$ cat config.mk
export PLATFORM = sky130hd
export DESIGN_NAME = lsm
export DESIGN_NICKNAME = d
export VERILOG_FILES = /design/src/rtl/lsm.sv
export SDC_FILE = /design/constraint.sdc
export NUM_CORES = 1
export LEC_CHECK = 0
export CAP_MARGIN = 0
export CORE_MARGIN = 4
export CORE_UTILIZATION = 45
export CTS_BUF_LIST = sky130_fd_sc_hd__clkbuf_2 sky130_fd_sc_hd__clkbuf_4 sky130_fd_sc_hd__clkbuf_8
export CTS_CLUSTER_DIAMETER = 60
export DETAILED_ROUTE_END_ITERATION = 8
export MAX_ROUTING_LAYER = met4
export PLACE_DENSITY = 0.82
export SETUP_SLACK_MARGIN = 0.5
export SYNTH_ARGS = -nofsm -noshare
export SYNTH_HDL_FRONTEND = slang
export SYNTH_SLANG_ARGS = --single-unit
$ cat constraint.sdc
create_clock -name clk_i -period 2.5 [get_ports clk_i]
set_input_delay 0.375 -clock clk_i [delete_from_list [all_inputs] [get_ports clk_i]]
set_output_delay 0.375 -clock clk_i [all_outputs]
set_load 0.02 [all_outputs]
$ cat src/rtl/lsm.sv
// lsm: load/store stage downstream of execute.
//   Non-memory instructions pass straight to the register-file write port
//   with one cycle of latency. Loads and stores run one pipelined
//   Wishbone-style bus transaction (REQUEST -> optional WAIT_ACK -> IDLE).
//   Loads write back on the cycle after the ack. Stores do not write back.
// Ports:
//   clk_i, rst_i          clock, synchronous active-low reset
//   input_*/result_*/ls_* instruction interface from execute
//   mem_*                 data bus (cyc/stb/we/addr/sel/dat, stall/ack/dat_i)
//   reg_*                 registered register-file write (strobe, index, data)
//   misaligned_o          one-cycle pulse for a rejected misaligned access
module lsm (
    input  logic        clk_i,
    input  logic        rst_i,
    output logic        input_ready_o,
    input  logic        input_valid_i,
    input  logic [31:0] result_i,
    input  logic        result_write_i,
    input  logic [4:0]  result_addr_i,
    input  logic        ls_enable_i,
    input  logic        ls_write_i,
    input  logic [1:0]  ls_size_i,
    input  logic        ls_unsigned_i,
    input  logic [31:0] ls_write_data_i,
    output logic        mem_cyc_o,
    output logic        mem_stb_o,
    output logic        mem_we_o,
    output logic [31:0] mem_addr_o,
    output logic [3:0]  mem_sel_o,
    output logic [31:0] mem_dat_o,
    input  logic        mem_stall_i,
    input  logic        mem_ack_i,
    input  logic [31:0] mem_dat_i,
    output logic        reg_write_o,
    output logic [4:0]  reg_addr_o,
    output logic [31:0] reg_data_o,
    output logic        misaligned_o
);
    typedef enum logic [1:0] {IDLE, REQUEST, WAIT_ACK} state_t;

    state_t      state_q, state_d;
    logic [31:0] addr_q, addr_d;
    logic [3:0]  sel_q, sel_d;
    logic [31:0] wdat_q, wdat_d;
    logic [1:0]  off_q, off_d;
    logic [1:0]  size_q, size_d;
    logic        uns_q, uns_d;
    logic        we_q, we_d;
    logic        rwrite_q, rwrite_d;
    logic [4:0]  raddr_q, raddr_d;
    logic        reg_write_q, reg_write_d;
    logic [4:0]  reg_addr_q, reg_addr_d;
    logic [31:0] reg_data_q, reg_data_d;
    logic        mis_q, mis_d;

    logic        accept, misalign, done;
    logic [3:0]  sel_in;
    logic [31:0] dat_in, shifted, load_val;

    // Bus control decoded straight from state so a reset drops cyc/stb at once.
    assign input_ready_o = (state_q == IDLE);
    assign mem_cyc_o     = (state_q != IDLE);
    assign mem_stb_o     = (state_q == REQUEST);
    assign mem_we_o      = we_q & (state_q != IDLE);
    assign mem_addr_o    = addr_q;
    assign mem_sel_o     = sel_q;
    assign mem_dat_o     = wdat_q;
    assign reg_write_o   = reg_write_q;
    assign reg_addr_o    = reg_addr_q;
    assign reg_data_o    = reg_data_q;
    assign misaligned_o  = mis_q;

    assign accept   = input_ready_o & input_valid_i;
    assign misalign = ((ls_size_i == 2'd1) && result_i[0]) ||
                      (ls_size_i[1] && (result_i[1:0] != 2'b00));

    // Ack only counts while a cycle is open, and in REQUEST only if not stalled.
    assign done = ((state_q == REQUEST) && !mem_stall_i && mem_ack_i) ||
                  ((state_q == WAIT_ACK) && mem_ack_i);

    always_comb begin
        sel_in = 4'b1111;
        dat_in = ls_write_data_i;
        case (ls_size_i)
            2'd0: begin
                sel_in = 4'b0001 << result_i[1:0];
                dat_in = {4{ls_write_data_i[7:0]}};
            end
            2'd1: begin
                sel_in = 4'b0011 << result_i[1:0];
                dat_in = {2{ls_write_data_i[15:0]}};
            end
            default: ;
        endcase
    end

    // Align the addressed bytes to bit 0, then truncate and extend.
    assign shifted = mem_dat_i >> {off_q, 3'b000};
    always_comb begin
        load_val = shifted;
        case (size_q)
            2'd0: load_val = uns_q ? {24'b0, shifted[7:0]}
                                   : {{24{shifted[7]}}, shifted[7:0]};
            2'd1: load_val = uns_q ? {16'b0, shifted[15:0]}
                                   : {{16{shifted[15]}}, shifted[15:0]};
            default: ;
        endcase
    end

    always_comb begin
        state_d     = state_q;
        addr_d      = addr_q;
        sel_d       = sel_q;
        wdat_d      = wdat_q;
        off_d       = off_q;
        size_d      = size_q;
        uns_d       = uns_q;
        we_d        = we_q;
        rwrite_d    = rwrite_q;
        raddr_d     = raddr_q;
        reg_write_d = 1'b0;
        reg_addr_d  = reg_addr_q;
        reg_data_d  = reg_data_q;
        mis_d       = 1'b0;
        case (state_q)
            IDLE: begin
                if (accept && !ls_enable_i) begin
                    if (result_write_i && (result_addr_i != 5'd0)) begin
                        reg_write_d = 1'b1;
                        reg_addr_d  = result_addr_i;
                        reg_data_d  = result_i;
                    end
                end else if (accept && misalign) begin
                    mis_d = 1'b1;
                end else if (accept) begin
                    state_d  = REQUEST;
                    addr_d   = {result_i[31:2], 2'b00};
                    off_d    = result_i[1:0];
                    sel_d    = sel_in;
                    wdat_d   = dat_in;
                    size_d   = ls_size_i;
                    uns_d    = ls_unsigned_i;
                    we_d     = ls_write_i;
                    rwrite_d = result_write_i;
                    raddr_d  = result_addr_i;
                end
            end
            REQUEST: begin
                if (!mem_stall_i) state_d = mem_ack_i ? IDLE : WAIT_ACK;
            end
            WAIT_ACK: begin
                if (mem_ack_i) state_d = IDLE;
            end
            default: state_d = IDLE;
        endcase
        if (done && !we_q && rwrite_q && (raddr_q != 5'd0)) begin
            reg_write_d = 1'b1;
            reg_addr_d  = raddr_q;
            reg_data_d  = load_val;
        end
    end

    always_ff @(posedge clk_i) begin
        if (!rst_i) begin
            state_q     <= IDLE;
            addr_q      <= '0;
            sel_q       <= '0;
            wdat_q      <= '0;
            off_q       <= '0;
            size_q      <= '0;
            uns_q       <= 1'b0;
            we_q        <= 1'b0;
            rwrite_q    <= 1'b0;
            raddr_q     <= '0;
            reg_write_q <= 1'b0;
            reg_addr_q  <= '0;
            reg_data_q  <= '0;
            mis_q       <= 1'b0;
        end else begin
            state_q     <= state_d;
            addr_q      <= addr_d;
            sel_q       <= sel_d;
            wdat_q      <= wdat_d;
            off_q       <= off_d;
            size_q      <= size_d;
            uns_q       <= uns_d;
            we_q        <= we_d;
            rwrite_q    <= rwrite_d;
            raddr_q     <= raddr_d;
            reg_write_q <= reg_write_d;
            reg_addr_q  <= reg_addr_d;
            reg_data_q  <= reg_data_d;
            mis_q       <= mis_d;
        end
    end
endmodule

# Word level (Yosys, flattened, before mapping)
# Cells that the tools add are included.
# totals
out_inout_bits,111
in_bits,112
register_bits,119
elab_cells,87
# op_classes
bitwise,6
eq_ne,9
n_shift,3
mux,25
reduce_logical,30
# ops
cell,n
$mux 32,6
$pmux 32 s2,2
$shr 32x5->32,1
$mux 5,4
$mux 2,6
$logic_and 1x1->1,11
$reduce_bool 2->1,5
$reduce_bool 5->1,2
$ne 2x2->1 const B,4
$pmux 4 s2,1
$eq 2x1->1 const B,3
$logic_not 2->1,3
$pmux 2 s3,1
$mux 1,5
$reduce_and 5->1,1
$not 1->1,4
$reduce_and 4->1,1
$shl 1x2->4 const A,1
$shl 2x2->4 const A,1
$logic_not 1->1,3
$reduce_and 3->1,1
$reduce_or 3->1,1
$and 1x1->1,2
$eq 2x2->1 const B,1
2 further kinds,3

# Logic depth before layout (Yosys ltp)
# logic_depth
depth_word,9
mapped_depth,8
mapped_depth_nobuf,4

# Least setup slack after synthesis
# No wires, ideal clock.
# synth_path
path_type,input port to flip-flop
start,input result_addr_i[1]
end,register reg_data_q[13] (netlist: reg_data_o[13])
path_buffers,2
required_time_ps,2383
setup_time_ps,117
slack_ps,709
stages,6
arrival_ps,1674
cell_sequence,or4_1 > o211ai_1 > buf_6 > buf_4 > o22ai_1 > a32o_1
# synth_between
elab_chain_len,4
# synth_rtl
item,line_no,text
from (decl),19,"input logic [4:0] result_addr_i,"
$reduce_bool 5->1,128,if (result_write_i && (result_addr_i != 5'd0)) begin
$logic_and 1x1->1,128,
$reduce_bool 2->1 (no source line),--,
$reduce_and 3->1 (no source line),--,
to (signal assigned),192,reg_data_q <= reg_data_d;
to (decl),53,"logic [31:0] reg_data_q, reg_data_d;"
# Every way passes these cells.
# A chain may end at the register's enable or synchronous reset.

# Final worst setup path
# layout_path
start,input result_addr_i[4]
end,register reg_data_q[7] (netlist: reg_data_o[7])
# The elaborated chain is that of the path after synthesis.

==> flow_summary.toml <==
[timing]
setup-tns-final_ps = 0
setup_violations = 0
hold_viol = 0
period_minus_slack_ps = 2004
timing.fmax_mhz = 499.1
rsz0062_at_grt = "no"
finalMaxSlewViolations = 0
max_slew.worst_pin.slew_ps = 916.9
period_share = 0.8014
relSlewSlack = 0.3865
finClkSkew_ps = 9.605

[synthesis]
synth.most_common_cell = "nand2_1"
ys_warn_count = 0
synth_edf_count = 0
yosys.area.top_type = "dfxtp_1"
yosys.area.top_type_share = 0.4172
synth_area_leaders = "dfxtp_1, mux2i_1, nand2_1"
seq_area_frac_synth = 0.4172
ys_ff_latch = 119
ys_top_cells_by_count = "nand2_1, dfxtp_1, a21oi_1"
ys.flop_type = "dfxtp_1"
yosysUniqueCellTypes = 57
syn_inst = 663
avgSynthCellArea_um2 = 8.613
synth.cell_area_um2 = 5710
ys_async_sr_fraction = 0

[die]
io_pins = 223
core_um2 = 12210
die_y_um = 120.7
die_width_um = 120.7
start_util = 0.4676
die_area_um2 = 14560
row_count = 40

[place]
gp_congestion = 0.8502
portBuffers = 220
placed_cells = 1011
dpl_cell_area_um2 = 7991
dp_hpwl_um = 13870

[global_routing]
track_usage = 0.2617
grt_overflow_total = 0
grt_pass1_wl_um = 29580
grt_max_degree = 63
antenna_found_initial = 0
first_global_vias = 5815

[route]
via_per_inst = 5.713
dr.first_iter.drc_count = 498
wl_per_cell_um = 18.85
drt_wl_total_um = 19700
vias = 5970
drt_pass1_iterations = 5
ant_nets = 0
drc_errors = 0

[power_and_ir_drop]
power.leakage_nw = 3.144
p_total_mw = 4.422
power_density_nw_per_um2 = 521.8
ir_drop_uv = 299.1

[clock_tree]
numCtsBuffers = 17
clock_sinks = 119
cts_buffer_depth = 2
cts_tree = "done"
cts_root_buf = "clkbuf_8"
clk_latency_ps = 440
clk_pin_slew_worst_paths_ps = 60
cts-htree-levels = 4

[worst_setup_path]
r2r_start = "raddr_q[1]"
r2r_cells = 4
r2r-end = "reg_addr_o[0]"
critPathBufInv = 3
cp_slowest_cell = "clkdlybuf4s50_1"
max_stage_delay_ps = 450
critPathLaunchType = "input port"
crit_chain = "clkdlybuf4s50_1, or4_1, o211ai_1, buf_4, buf_12, mux2i_1, a21oi_1"
critical_path.top_delay_family = "buffers and inverters"
crit_type = "input port to flip-flop"
crit_required_ps = 2810
crit_path_end = "reg_data_o[7]"
critPathMaxFanout = 11
critPathCaptureType = "flip-flop"
crit_cells = 7
arrival_ps = 2310
crit_start = "result_addr_i[4]"
r2r_slack_ps = 580

[layout]
area_growth_pct = 48.40
regArea_um2 = 2386
drive_gt1_frac = 0.1015
design_area_um2 = 8474
stdcell_count = 1045
diodes = 0
multiInputGateArea_um2 = 3039
fillers = 988
fin_nets = 980

[job]
cap_viol_max_count = 0

[run_status]
outcome = "completed"

[min_path]
hold_path_class = "input port to flip-flop"
==> flip-flops by register name (all words and copies together) (netlist names), 2 cells and up <==
signal / flops
reg_data_o: 32
mem_addr_o: 30
reg_addr_o: 5
state_q: 2
mem_dat_o: 32
size_q: 2
mem_sel_o: 4
off_q: 2
raddr_q: 5
==> routing by layer <==
metal | wire (um) | track usage
met5 | 0 | -
met4 | 440 | 0.1027
met2 | 9524 | 0.4223
met3 | 1727 | 0.06735
met1 | 8008 | 0.3145
==> worst min path at each step <==
stage	cells past startpoint	end	from
floorplan	2	rwrite_q	rwrite_q
global placement	2	mem_dat_o[30]	mem_dat_o[30]
detailed placement	2	rwrite_q	rwrite_q
CTS	2	mem_addr_o[20]	mem_addr_o[20]
global route	3	raddr_q[1]	result_addr_i[1]
finish	3	raddr_q[2]	result_addr_i[2]
==> repair_timing <==
action / CTS / global route
buffers inserted: 0 / 2
endpoints found under the setup margin: 6 / 26
resized for setup: 7 / 15
gates cloned: 0 / 4
pin swaps: 0 / 1
hold buffers: 0 / 0
==> worst register-to-register path: cells and delay by family, from the launching register on <==
family | cells | cell delay (ps)
and+or+nand+nor | 2 | 930
AOI/OAI and AO/OA | 2 | 540
DFF | 1 | 320
==> report_power, final <==
group / internal (mW) / switching, mW / total, mW
registers: 1.97 / 0.0456 / 2.01
clock network: 0.781 / 0.733 / 1.51
logic: 0.449 / 0.445 / 0.894
==> cells in the final DEF (no fill, tap or decap), types with 8 or more instances in the layout <==
| master | netlist | layout |
|---|---|---|
| nand2_1 | 145 | 144 |
| mux4_2 | 8 | 8 |
| buf_4 | 4 | 18 |
| o31ai_1 | 12 | 12 |
| a22oi_1 | 8 | 8 |
| clkbuf_8 | 0 | 21 |
| a21oi_1 | 81 | 81 |
| o21ai_0 | 18 | 18 |
| clkdlybuf4s50_1 | 0 | 213 |
| a311oi_1 | 10 | 10 |
| mux2i_1 | 55 | 54 |
| a211oi_1 | 8 | 8 |
| dfxtp_1 | 119 | 116 |
| nor2_1 | 34 | 33 |
| o22ai_1 | 25 | 25 |
==> metrics by stage <==
stage | util | hold slack, ps | setup WS (ps)
after floorplan | - | 432.0 | 708.6
after global routing | 0.6940 | 238.4 | 492.3
final | 0.6940 | 268.3 | 496.4
after detailed placement | 0.6544 | 443.3 | 37.87
after CTS | 0.6817 | 455.2 | 509.6
after global placement | 0.6544 | 441.0 | 154.5
==> cells by family (layout without fill, tap and decap cells) <==
logic type / count (synthesis) / count (layout) / synth area share
simple gates: 218 / 218 / 0.1637
compound gates: 191 / 191 / 0.2169
flops: 119 / 119 / 0.4172
mux: 70 / 70 / 0.1418
buf+inv: 63 / 276 / 0.05828
other cells: 1 / 2 / 0.0006567
xor+xnor: 1 / 1 / 0.001534
==> cell type report <==
cell class / count / area share
multi-input cells: 482 / 0.3586
repair buffers: 245 / 0.2948
flip-flops and latches: 119 / 0.2816
clock buffers: 23 / 0.03588
well taps: 168 / 0.02480
clock inverters: 5 / 0.002953
inverters: 3 / 0.001329
Note: power is estimated with default switching activity, not from simulation.
